===== config.mk =====
export PLATFORM = sky130hd
export DESIGN_NAME = pll_reconf_sequencer
export DESIGN_NICKNAME = d
export VERILOG_FILES = /design/src/rtl/pll_reconf_pkg.sv /design/src/rtl/pll_reconf_timer.sv /design/src/rtl/pll_reconf_sequencer.sv
export SDC_FILE = /design/constraint.sdc
export NUM_CORES = 1
export LEC_CHECK = 0
export CORE_MARGIN = 2
export CORE_UTILIZATION = 58
export CTS_CLUSTER_DIAMETER = 60
export DETAILED_ROUTE_END_ITERATION = 16
export MAX_ROUTING_LAYER = met4
export PLACE_DENSITY = 0.79
export SLEW_MARGIN = 15
export SYNTH_ARGS = -nofsm -noshare
export SYNTH_HDL_FRONTEND = slang
export SYNTH_SLANG_ARGS = --single-unit
export TNS_END_PERCENT = 10

===== constraint.sdc =====
create_clock -name clk -period 2.26 [get_ports clk]
set_input_delay 0.339 -clock clk [delete_from_list [all_inputs] [get_ports clk]]
set_output_delay 0.339 -clock clk [all_outputs]
set_load 0.05 [all_outputs]

===== src/rtl/pll_reconf_pkg.sv =====
// Shared types and defaults for the PLL reconfiguration sequencer.
package pll_reconf_pkg;

  typedef enum logic [2:0] {
    IDLE,
    SETTLE,
    STEP,
    WAIT_RDY,
    ERROR
  } state_e;

  localparam int unsigned DEF_SETTLE_CYCLES  = 8;
  localparam int unsigned DEF_TIMEOUT_CYCLES = 65535;
  localparam int unsigned DEF_MAX_RETRY      = 2;

  // Bits needed to hold the values 0..n, never less than one.
  function automatic int unsigned cnt_w(input int unsigned n);
    return (n < 1) ? 1 : $clog2(n + 1);
  endfunction

endpackage


===== src/rtl/pll_reconf_timer.sv =====
// Loadable saturating down-counter with a zero flag.
module pll_reconf_timer #(
  parameter int unsigned    W       = 4,
  parameter logic [W-1:0]   RST_VAL = '0
) (
  input  logic         i_clk,
  input  logic         i_rst,
  input  logic         i_load,
  input  logic [W-1:0] i_load_val,
  input  logic         i_dec,
  output logic         o_zero
);

  logic [W-1:0] r_cnt;

  always_ff @(posedge i_clk) begin
    if (i_rst) begin
      r_cnt <= RST_VAL;
    end else if (i_load) begin
      r_cnt <= i_load_val;
    end else if (i_dec && (r_cnt != '0)) begin
      r_cnt <= r_cnt - 1'b1;
    end
  end

  assign o_zero = (r_cnt == '0);

endmodule


===== src/rtl/pll_reconf_sequencer.sv =====
// Debounces a PLL option request, pulses SSTEP to the DRP core and waits for
// SRDY with timeout, bounded retries and implicit queuing of a newer request.
module pll_reconf_sequencer
  import pll_reconf_pkg::*;
#(
  parameter int unsigned OPT_W          = 3,
  parameter int unsigned SETTLE_CYCLES  = DEF_SETTLE_CYCLES,
  parameter int unsigned TIMEOUT_CYCLES = DEF_TIMEOUT_CYCLES,
  parameter int unsigned MAX_RETRY      = DEF_MAX_RETRY
) (
  input  logic             clk,
  input  logic             rst,
  input  logic [OPT_W-1:0] option_req,
  input  logic             srdy,
  output logic             sstep,
  output logic [OPT_W-1:0] state_out,
  output logic [OPT_W-1:0] cur_option,
  output logic             busy,
  output logic             done,
  output logic             error
);

  localparam int unsigned SW = cnt_w(SETTLE_CYCLES);
  localparam int unsigned TW = cnt_w(TIMEOUT_CYCLES);
  localparam int unsigned RW = cnt_w(MAX_RETRY);

  localparam logic [SW-1:0] SETTLE_LOAD  = SW'(SETTLE_CYCLES - 1);
  localparam logic [TW-1:0] TIMEOUT_LOAD = TW'(TIMEOUT_CYCLES - 1);
  localparam logic [RW-1:0] RETRY_MAX    = RW'(MAX_RETRY);

  state_e           r_state;
  state_e           w_next;
  logic [OPT_W-1:0] r_target;
  logic [OPT_W-1:0] r_state_out;
  logic [OPT_W-1:0] r_cur_option;
  logic             r_boot_req;
  logic [RW-1:0]    r_retry;
  logic             r_done;
  logic             r_error;

  logic w_settle_load;
  logic w_settle_dec;
  logic w_settle_zero;
  logic w_tmo_load;
  logic w_tmo_dec;
  logic w_tmo_zero;

  pll_reconf_timer #(
    .W       (SW),
    .RST_VAL (SETTLE_LOAD)
  ) u_settle (
    .i_clk      (clk),
    .i_rst      (rst),
    .i_load     (w_settle_load),
    .i_load_val (SETTLE_LOAD),
    .i_dec      (w_settle_dec),
    .o_zero     (w_settle_zero)
  );

  pll_reconf_timer #(
    .W       (TW),
    .RST_VAL ('0)
  ) u_timeout (
    .i_clk      (clk),
    .i_rst      (rst),
    .i_load     (w_tmo_load),
    .i_load_val (TIMEOUT_LOAD),
    .i_dec      (w_tmo_dec),
    .o_zero     (w_tmo_zero)
  );

  always_ff @(posedge clk) begin
    if (rst) begin
      r_state <= SETTLE;
    end else begin
      r_state <= w_next;
    end
  end

  always_comb begin
    w_next        = r_state;
    w_settle_load = 1'b0;
    w_settle_dec  = 1'b0;
    w_tmo_load    = 1'b0;
    w_tmo_dec     = 1'b0;
    case (r_state)
      IDLE: begin
        if ((option_req != r_cur_option) || r_boot_req) begin
          w_settle_load = 1'b1;
          w_next        = SETTLE;
        end
      end
      SETTLE: begin
        if (option_req != r_target) begin
          w_settle_load = 1'b1;
        end else if (w_settle_zero) begin
          w_next = STEP;
        end else begin
          w_settle_dec = 1'b1;
        end
      end
      STEP: begin
        w_tmo_load = 1'b1;
        w_next     = WAIT_RDY;
      end
      WAIT_RDY: begin
        // srdy takes priority over a simultaneous timeout expiry
        if (srdy) begin
          w_next = IDLE;
        end else if (w_tmo_zero) begin
          w_next = (r_retry < RETRY_MAX) ? STEP : ERROR;
        end else begin
          w_tmo_dec = 1'b1;
        end
      end
      ERROR: begin
        if (option_req != r_state_out) begin
          w_settle_load = 1'b1;
          w_next        = SETTLE;
        end
      end
      default: w_next = IDLE;
    endcase
  end

  always_ff @(posedge clk) begin
    if (rst) begin
      r_target     <= '0;
      r_state_out  <= '0;
      r_cur_option <= '0;
      r_boot_req   <= 1'b1;
      r_retry      <= '0;
      r_done       <= 1'b0;
      r_error      <= 1'b0;
    end else begin
      r_done <= 1'b0;
      case (r_state)
        IDLE: begin
          if (w_next == SETTLE) begin
            r_target <= option_req;
          end
        end
        SETTLE: begin
          if (option_req != r_target) begin
            r_target <= option_req;
          end else if (w_settle_zero) begin
            r_state_out <= r_target;
          end
        end
        WAIT_RDY: begin
          if (srdy) begin
            r_cur_option <= r_state_out;
            r_boot_req   <= 1'b0;
            r_retry      <= '0;
            r_done       <= 1'b1;
          end else if (w_tmo_zero) begin
            if (r_retry < RETRY_MAX) begin
              r_retry <= r_retry + 1'b1;
            end else begin
              r_error <= 1'b1;
            end
          end
        end
        ERROR: begin
          if (option_req != r_state_out) begin
            r_error  <= 1'b0;
            r_retry  <= '0;
            r_target <= option_req;
          end
        end
        default: ;
      endcase
    end
  end

  assign sstep      = (r_state == STEP);
  assign busy       = (r_state != IDLE) && (r_state != ERROR);
  assign state_out  = r_state_out;
  assign cur_option = r_cur_option;
  assign done       = r_done;
  assign error      = r_error;

endmodule


---- Word-level counts from Yosys, hierarchy flattened ----
Cells that the tools add are included.
storage, ports and cells
  bits in registers ....................... 37
  input bits .............................. 6
  logic and storage cells ................. 91
cells by class
  add/sub/neg operators ................... 3
  order comparisons ....................... 1
  equality and inequality tests ........... 17
  muxes and demuxes ....................... 36
  bitwise gates (word level) .............. 2
  reduce and logical (&&, ||, !) cells .... 21
operators by type and width
  kind                   count
  $mux 16                2
  $mux 3                 10
  $logic_not 16->1       1
  $reduce_bool 16->1     1
  $sub 16x1->16 const B  1
  $mux 1                 15
  $pmux 3 s5             1
  $ne 2x2->1 const B     5
  $ne 3x3->1             3
  $pmux 3 s3             1
  $mux 2                 4
  $reduce_and 4->1       2
  $eq 3x1->1 const B     2
  $eq 3x2->1 const B     2
  $ne 3x3->1 const B     2
  $reduce_bool 3->1      2
  $reduce_or 2->1        3
  $reduce_and 5->1       1
  $logic_not 4->1        1
  $pmux 2 s2             1
  $reduce_bool 2->1      2
  $reduce_bool 4->1      1
  $sub 4x1->4 const B    1
  $eq 3x3->1 const B     1
  other kinds (12)       15

---- Depth between registers and ports, before layout ----
Gate-level depths: netlist (run 1).
  depth after elaboration ................. 8
  depth in mapped cells ................... 7

---- Hierarchy ----
A second synthesis (run 1) with hierarchy kept.
unflattened totals
  cell total of the unflattened synthesis .. 251
  area total of the unflattened synthesis .. 2140.8 um2
by module, submodules not included
  module                        times used  cells an instance  area each (um2)  seq. area each (um2)
  pll_reconf_timer (u_timeout)  1           114                944.7            320.3
  pll_reconf_sequencer          1           110                934.6            340.3
  pll_reconf_timer (u_settle)   1           27                 261.5            80.1

---- Least setup slack after synthesis (run 1) ----
OpenSTA, ideal clock, no wires.
  path type ............................... register to register
  start ................................... register r_state_out[1], in the netlist state_out[1]
  end ..................................... register r_target[1]
  arrival time ............................ 1861 ps
  required time ........................... 2188 ps
  slack ................................... 327 ps
  stages on the path, launching flop included .. 5
  path through ............................ dfxtp_1 > xor2_1 > or4b_1 > a21oi_1 > mux2i_1
on the way
  cells in the longest elaborated chain, start to end .. 6
RTL lines
  element                       RTL line                                                  source
  from (decl)                   pll_reconf_sequencer.sv:34                                logic [OPT_W-1:0] r_state_out;
  from (signal assigned)        pll_reconf_sequencer.sv:147                               r_state_out <= r_target;
  $ne 3x3->1 *                  pll_reconf_sequencer.sv:117, pll_reconf_sequencer.sv:165
  $mux 3                        pll_reconf_sequencer.sv:117                               if (option_req != r_state_out) begin
  $pmux 3 s5                    pll_reconf_sequencer.sv:86                                case (r_state)
  $eq 3x1->1                    pll_reconf_sequencer.sv:139                               if (w_next == SETTLE) begin
  $ne 2x2->1 (no line)          n/a
  $reduce_and 4->1 (no line) *  n/a
  to (signal assigned)          pll_reconf_sequencer.sv:140                               r_target <= option_req;
  to (signal assigned)          pll_reconf_sequencer.sv:145                               r_target <= option_req;
  to (signal assigned)          pll_reconf_sequencer.sv:168                               r_target <= option_req;
  to (decl)                     pll_reconf_sequencer.sv:33                                logic [OPT_W-1:0] r_target;
Mark *: on every way between the ends. The rest lies on a longest branch, timed or not.
A chain may end at the register's enable or synchronous reset.

---- Worst setup path after layout (run 1) ----
  start ................................... register r_state[1]
  end ..................................... output port sstep
on the way
  cells in the longest elaborated chain, start to end .. 1
RTL lines
  element                 RTL line                     source
  from (decl)             pll_reconf_sequencer.sv:31   state_e r_state;
  from (signal assigned)  pll_reconf_sequencer.sv:76   r_state <= w_next;
  $eq 3x2->1              pll_reconf_sequencer.sv:176  assign sstep = (r_state == STEP);
  to (decl)               pll_reconf_sequencer.sv:15   output logic sstep,
No other way between the ends.

==> impl_results.md, run 1 <==
- Status: complete, no violations
- Top-count cell post-synth: dfxtp_1
- DRT iter0 DRCs: 103
- Total clock sinks: 37
- Clk_lat worst skew: 0.35 ns
- Power per cell area: 448 mW/mm²
- Number of port buffers: 15
- GRT Util Overall: 25.8%
- Worst Skew: 0.00616 ns
- DRC Markers: 0
- CTS tree: yes
- Post-synth top flop: dfxtp_1
- Io pins: 16
- Drt via density: 6.18
- Met3 Routed Length: 158 µm
- Pre-CTS WS: 0.0109 ns
- Req. time, crit path: 1.92 ns
- RSZ-0062 raised after global routing: no
- Critical path fanouts, max: 16
- H-tree depth: 2
- Pins Over Slew Limit: 0
- Yosys cell types: 58
- Hold buffers post-CTS: 0
- Minimum clock period: 2.04 ns
- Clock-pin slew on the worst setup and hold paths: 0.11 ns
- Worst-margin pin slew: 0.506 ns
- Final setup TNS: 0 ns
- Wl on met1: 2490 µm
- Die extent in x: 64.2 µm
- Initial antenna violation count: 0
- Synth Area per Inst: 8.71 µm²
- Setup repair bufs after CTS: 0
- Post-synth EDFFs: 0
- Iteration count of the initial detailed-routing pass: 4
- Clock buffer depth: 2
- Post-synth top cells: 37 x dfxtp_1, 16 x nor2_1, 15 x nand3_1
- WL met2: 2130 µm
- Max layer used: met4
- Share of cells above drive strength 1: 14.9%
- Max-slew headroom: 66.1%
- First-pass GRT wire length: 8070 µm
- Crit. End Element: output pin
- P_leak: 0.914 nW
- Critical Path Start Type: flip-flop
- CTS Buf Count: 5
- Reg-to-Reg Start: u_timeout.r_cnt[0]$_SDFFE_PP0P_
- Synth top area cells: dfxtp_1 35%, nand3_1 3.6%, a21oi_1 2.9%
- Final WL: 4850 µm
- Post-DP HPWL: 3590 µm
- Largest net degree at the start of global routing: 18
- Root Driver: clkbuf_4
- FFs w/ async S/R, synth: 0%
- Critical path class: flip-flop to output pin
- Via count: 1939
- Routed WL per cell: 15.4 µm
- Sequential cell area fraction in the yosys report: 35.3%
- Area Growth Syn to Fin: 15.2%
- Final setup margin: 0.217 ns
- Worst min-delay path startpoint: error$_SDFFE_PP0P_
- Synth Register Bits: 37
- VDD IR-drop max: 0.000346 V
- Crit share post-route: 90.4%
- Hold Crit Class: flip-flop to flip-flop
- Vias in the first global route: 1741
- Dominant cell type by area after synthesis: dfxtp_1
- Cell count after synthesis: 241
- Detail Route Antenna Nets: 0
- Final setup fails: 0
- Fill count: 286
- Peak Freq: 0.489 GHz
- Number of diodes: 0
- # nets final: 275
- Max_cap viols: 0
- Die height: 64.2 µm
- Final hold vios: 0
- Crit path DAT: 1.70 ns
- Worst Setup SP: r_state[1]$_SDFF_PP0_
- CORE AREA: 0.00342 mm²
- Post-Syn Area: 0.00210 mm²
- Area share of the largest cell type after synthesis: 35.3%
- Grt ovf: 0
- GPL Wtd Cong: 0.891
- Die area: 0.00412 mm²
- Initial Util: 61.5%
- Synth Net Count: 249
- Cell row count: 21
- Yosys warns: 0
==> cell families (layout without fill, tap and decap cells) <==
kind of cell | count (synthesis) | after routing | synth area share [%]
compound gates | 59 | 59 | 19.7
xor+xnor | 9 | 9 | 3.75
fa+ha+maj | 2 | 2 | 1.19
buf+inv | 23 | 50 | 5.42
flops | 37 | 37 | 35.3
mux | 5 | 5 | 2.44
simple gates | 106 | 106 | 32.2
==> state kept, by name, summed over array words and instances (netlist names), 2 cells and up <==
name and cells:
state_out 3, u_settle.r_cnt 4, u_timeout.r_cnt 16, r_target 3
r_state 3, cur_option 3, r_retry 2
==> metal layers <==
layer,up-vias,global-route usage (%)
met4,0,8.78
met1,926,35.8
li1,968,-
met5,-,-
met2,39,37.4
met3,6,5.28
==> placed cells by master (no fill, tap or decap), drive strengths merged, types with 4 or more instances in the layout <==
cell,Yosys,routed
a211oi,4,4
nand4,8,8
a21oi,12,12
a221oi,4,4
and3,8,8
clkdlybuf4s50,0,13
buf,6,17
nor2,16,16
inv,11,11
nand2,11,11
nor3,8,8
a31oi,9,9
dfxtp,37,37
xnor2,6,6
o31ai,5,5
o21ai,10,10
mux2i,4,4
nand3,16,16
nand2b,8,8
clkbuf,6,8
or4,7,7
==> critical path, stage by stage, from the launching register on <==
cell	delay [ns]
dfxtp_1	0.49
or3b_4	0.53
inv_2	0.18
buf_12	0.15
==> final timing paths <==
path              slack (ns)  depth (start not counted)                         endpoint
setup / recovery        0.22                          3                            sstep
hold / removal          0.47                          2               error$_SDFFE_PP0P_
setup reg to reg        0.27                          6  u_timeout.r_cnt[9]$_SDFFE_PP0P_
hold reg to reg         0.47                          2               error$_SDFFE_PP0P_
==> through the flow <==
stage	utilization (%)	instance area [µm²]	std cells	power, W	hold WS (ns)
2_1_floorplan	-	2100	241	0.000724	0.427
3_3_place_gp	69.2	2360	306	0.000752	0.445
3_5_place_dp	69.2	2360	306	0.000753	0.447
4_1_cts	70.7	2410	314	0.00109	0.469
5_1_grt	70.8	2420	314	0.00113	0.480
6_report	70.8	2420	314	0.00108	0.470
==> cell type report <==
| class | instances | area (µm²) | area share, % |
|---|---|---|---|
| timing repair buffer | 31 | 283 | 11.7 |
| clock buffer | 8 | 48.8 | 2.02 |
| tap | 46 | 57.6 | 2.38 |
| multi-input combinational | 181 | 1250 | 51.6 |
| inverter | 11 | 41.3 | 1.71 |
| sequential | 37 | 741 | 30.6 |
==> repair_timing <==
item	in CTS	in global routing
resized for setup	0	2
endpoints found under the setup margin	0	2
endpoints found under the hold margin	0	0
==> where the power goes <==
group	total (W)	internal, W	switching, W	leakage, nW
Combinational	0.0000797	0.0000372	0.0000425	0.588
Sequential	0.000660	0.000656	0.00000399	0.299
Clock	0.000343	0.000124	0.000219	0.0265
Total	0.00108	0.000817	0.000266	0.914
No activity file was read; power rests on OpenSTA's default activity.
==> run 2: changes to the inputs <==
--- a/config.mk
+++ b/config.mk
@@ -11,6 +11,7 @@
 export DETAILED_ROUTE_END_ITERATION = 16
 export MAX_ROUTING_LAYER = met4
 export PLACE_DENSITY = 0.79
+export RECOVER_POWER = 25
 export SLEW_MARGIN = 15
 export SYNTH_ARGS = -nofsm -noshare
 export SYNTH_HDL_FRONTEND = slang
==> impl_results.md, run 2 (synthesis results as in run 1) <==
- Status: complete, no violations
- Root Driver: clkbuf_4
- P_leak: 0.908 nW (-0.58%)
- Final setup margin: 0.220 ns (+0.00333 ns)
- CTS tree: yes
- H-tree depth: 2 (unchanged)
- # nets final: 275 (unchanged)
- Max-slew headroom: 66.1% (unchanged)
- Clock buffer depth: 2 (unchanged)
- Detail Route Antenna Nets: 0 (unchanged)
- Final setup TNS: 0 ns (unchanged)
- Number of port buffers: 15 (unchanged)
- Crit share post-route: 90.3% (-0.15 points)
- Pins Over Slew Limit: 0 (unchanged)
- Cell row count: 21 (unchanged)
- Final WL: 4830 µm (-0.47%)
- Via count: 1931 (-0.41%)
- Minimum clock period: 2.04 ns (-0.00333 ns)
- Top reg by flops: u_timeout.r_cnt
- Hold Crit Class: flip-flop to flip-flop
- Drt via density: 6.15 (-0.41%)
- Most frequent cells in the layout: 37 x dfxtp_1, 16 x nor2_1, 15 x nand3_1, 15 x buf_4
- First-pass GRT wire length: 8070 µm (unchanged)
- RSZ-0062 raised after global routing: no
- Total clock sinks: 37 (unchanged)
- GPL Wtd Cong: 0.891 (unchanged)
- Max_cap viols: 0 (unchanged)
- Worst Skew: 0.00621 ns (+0.0000470 ns)
- Initial Util: 61.5% (unchanged)
- Critical Path Start Type: flip-flop
- Routed WL per cell: 15.4 µm (-0.47%)
- Setup repair bufs after CTS: 0 (unchanged)
- Top Registers: u_timeout.r_cnt: 16 flops, u_settle.r_cnt: 4 flops
- Vias in the first global route: 1741 (unchanged)
- Util after Layout: 70.5% (-0.26 points)
- Initial antenna violation count: 0 (unchanged)
- Power Total: 0.00108 W (-0.10%)
- Die extent in x: 64.2 µm (unchanged)
- Clock-pin slew on the worst setup and hold paths: 0.11 ns (about the same)
- Hold_ws: 0.473 ns (+0.00282 ns)
- Max FFs per register: 16 (unchanged)
- Worst-margin pin slew: 0.506 ns (unchanged)
- CORE AREA: 0.00342 mm² (unchanged)
- VDD IR-drop max: 0.000345 V (-0.30%)
- Crit. End Element: output pin
- Iteration count of the initial detailed-routing pass: 4 (unchanged)
- Pre-CTS WS: 0.0109 ns (unchanged)
- Number of diodes: 0 (unchanged)
- Largest net degree at the start of global routing: 18 (unchanged)
- Post-CTS Resized: 0 (unchanged)
- Hold buffers post-CTS: 0 (unchanged)
- Post-DP HPWL: 3590 µm (unchanged)
- Grt ovf: 0 (unchanged)
- Area Growth Syn to Fin: 14.8%
- CTS Buf Count: 5 (unchanged)
- Final hold vios: 0 (unchanged)
- Req. time, crit path: 1.92 ns (about the same)
- Clk_lat worst skew: 0.35 ns (about the same)
- Final setup fails: 0 (unchanged)
- Most common cell after layout, fill and taps aside: dfxtp_1
- Die height: 64.2 µm (unchanged)
- Power per cell area: 449 mW/mm² (+0.26%)
- DRC Markers: 0 (unchanged)
- Peak Freq: 0.490 GHz (+0.16%)
- DRT iter0 DRCs: 101 (-1.9%)
- Share of cells above drive strength 1: 14.2% (-0.75 points)
- Crit path DAT: 1.70 ns (about the same)
- Die area: 0.00412 mm² (unchanged)
- Critical path class: flip-flop to output pin
- GRT Util Overall: 25.8% (unchanged)
- Io pins: 16 (unchanged)
- Critical path fanouts, max: 16 (unchanged)
## run 2: path summary, 6_finish.rpt
check	start	to	slack, ns	depth (start not counted)
worst max-delay path	r_state[1]$_SDFF_PP0_	sstep	0.22	3
worst min register to register	error$_SDFFE_PP0P_	error$_SDFFE_PP0P_	0.47	2
worst max register to register	u_timeout.r_cnt[0]$_SDFFE_PP0P_	u_timeout.r_cnt[9]$_SDFFE_PP0P_	0.27	6
worst min-delay path	error$_SDFFE_PP0P_	error$_SDFFE_PP0P_	0.47	2
## run 2: routing by layer
| metal | wire [µm] | global-route usage (%) | vias up | part of all wire, % |
|---|---|---|---|---|
| met2 | 2120 | 37.4 | 46 | 44 |
| met3 | 185 | 5.28 | 6 | 3.8 |
| met5 | 0 | - | - | 0 |
| met1 | 2460 | 35.8 | 912 | 51 |
| li1 | - | - | 967 | - |
| met4 | 65 | 8.78 | 0 | 1.3 |
## run 2: worst max-delay path, cell delays in order (launching register included)
cell	delay (ns)
dfxtp_1	0.49
or3b_4	0.53
inv_2	0.18
buf_12	0.15
## run 2: area by class of cell
cell class	instances	area, µm²
fill	288	1010
inverter	11	41.3
timing repair buffer	31	279
clock buffer	8	48.8
tap	46	57.6
sequential	37	741
multi-input combinational	181	1240
## run 2: stage by stage
step / area [µm²] / instances
floorplan: 2100 / 241
global placement: 2360 / 306
detailed placement: 2360 / 306
CTS: 2410 / 314
global route: 2410 / 314
finish: 2410 / 314
## run 2: report_power, final
group          leakage (nW)  switching [W]  internal (W)
Sequential            0.299     0.00000398      0.000656
Combinational         0.583      0.0000423     0.0000368
Clock                0.0265       0.000219      0.000124
Total                 0.908       0.000265      0.000817
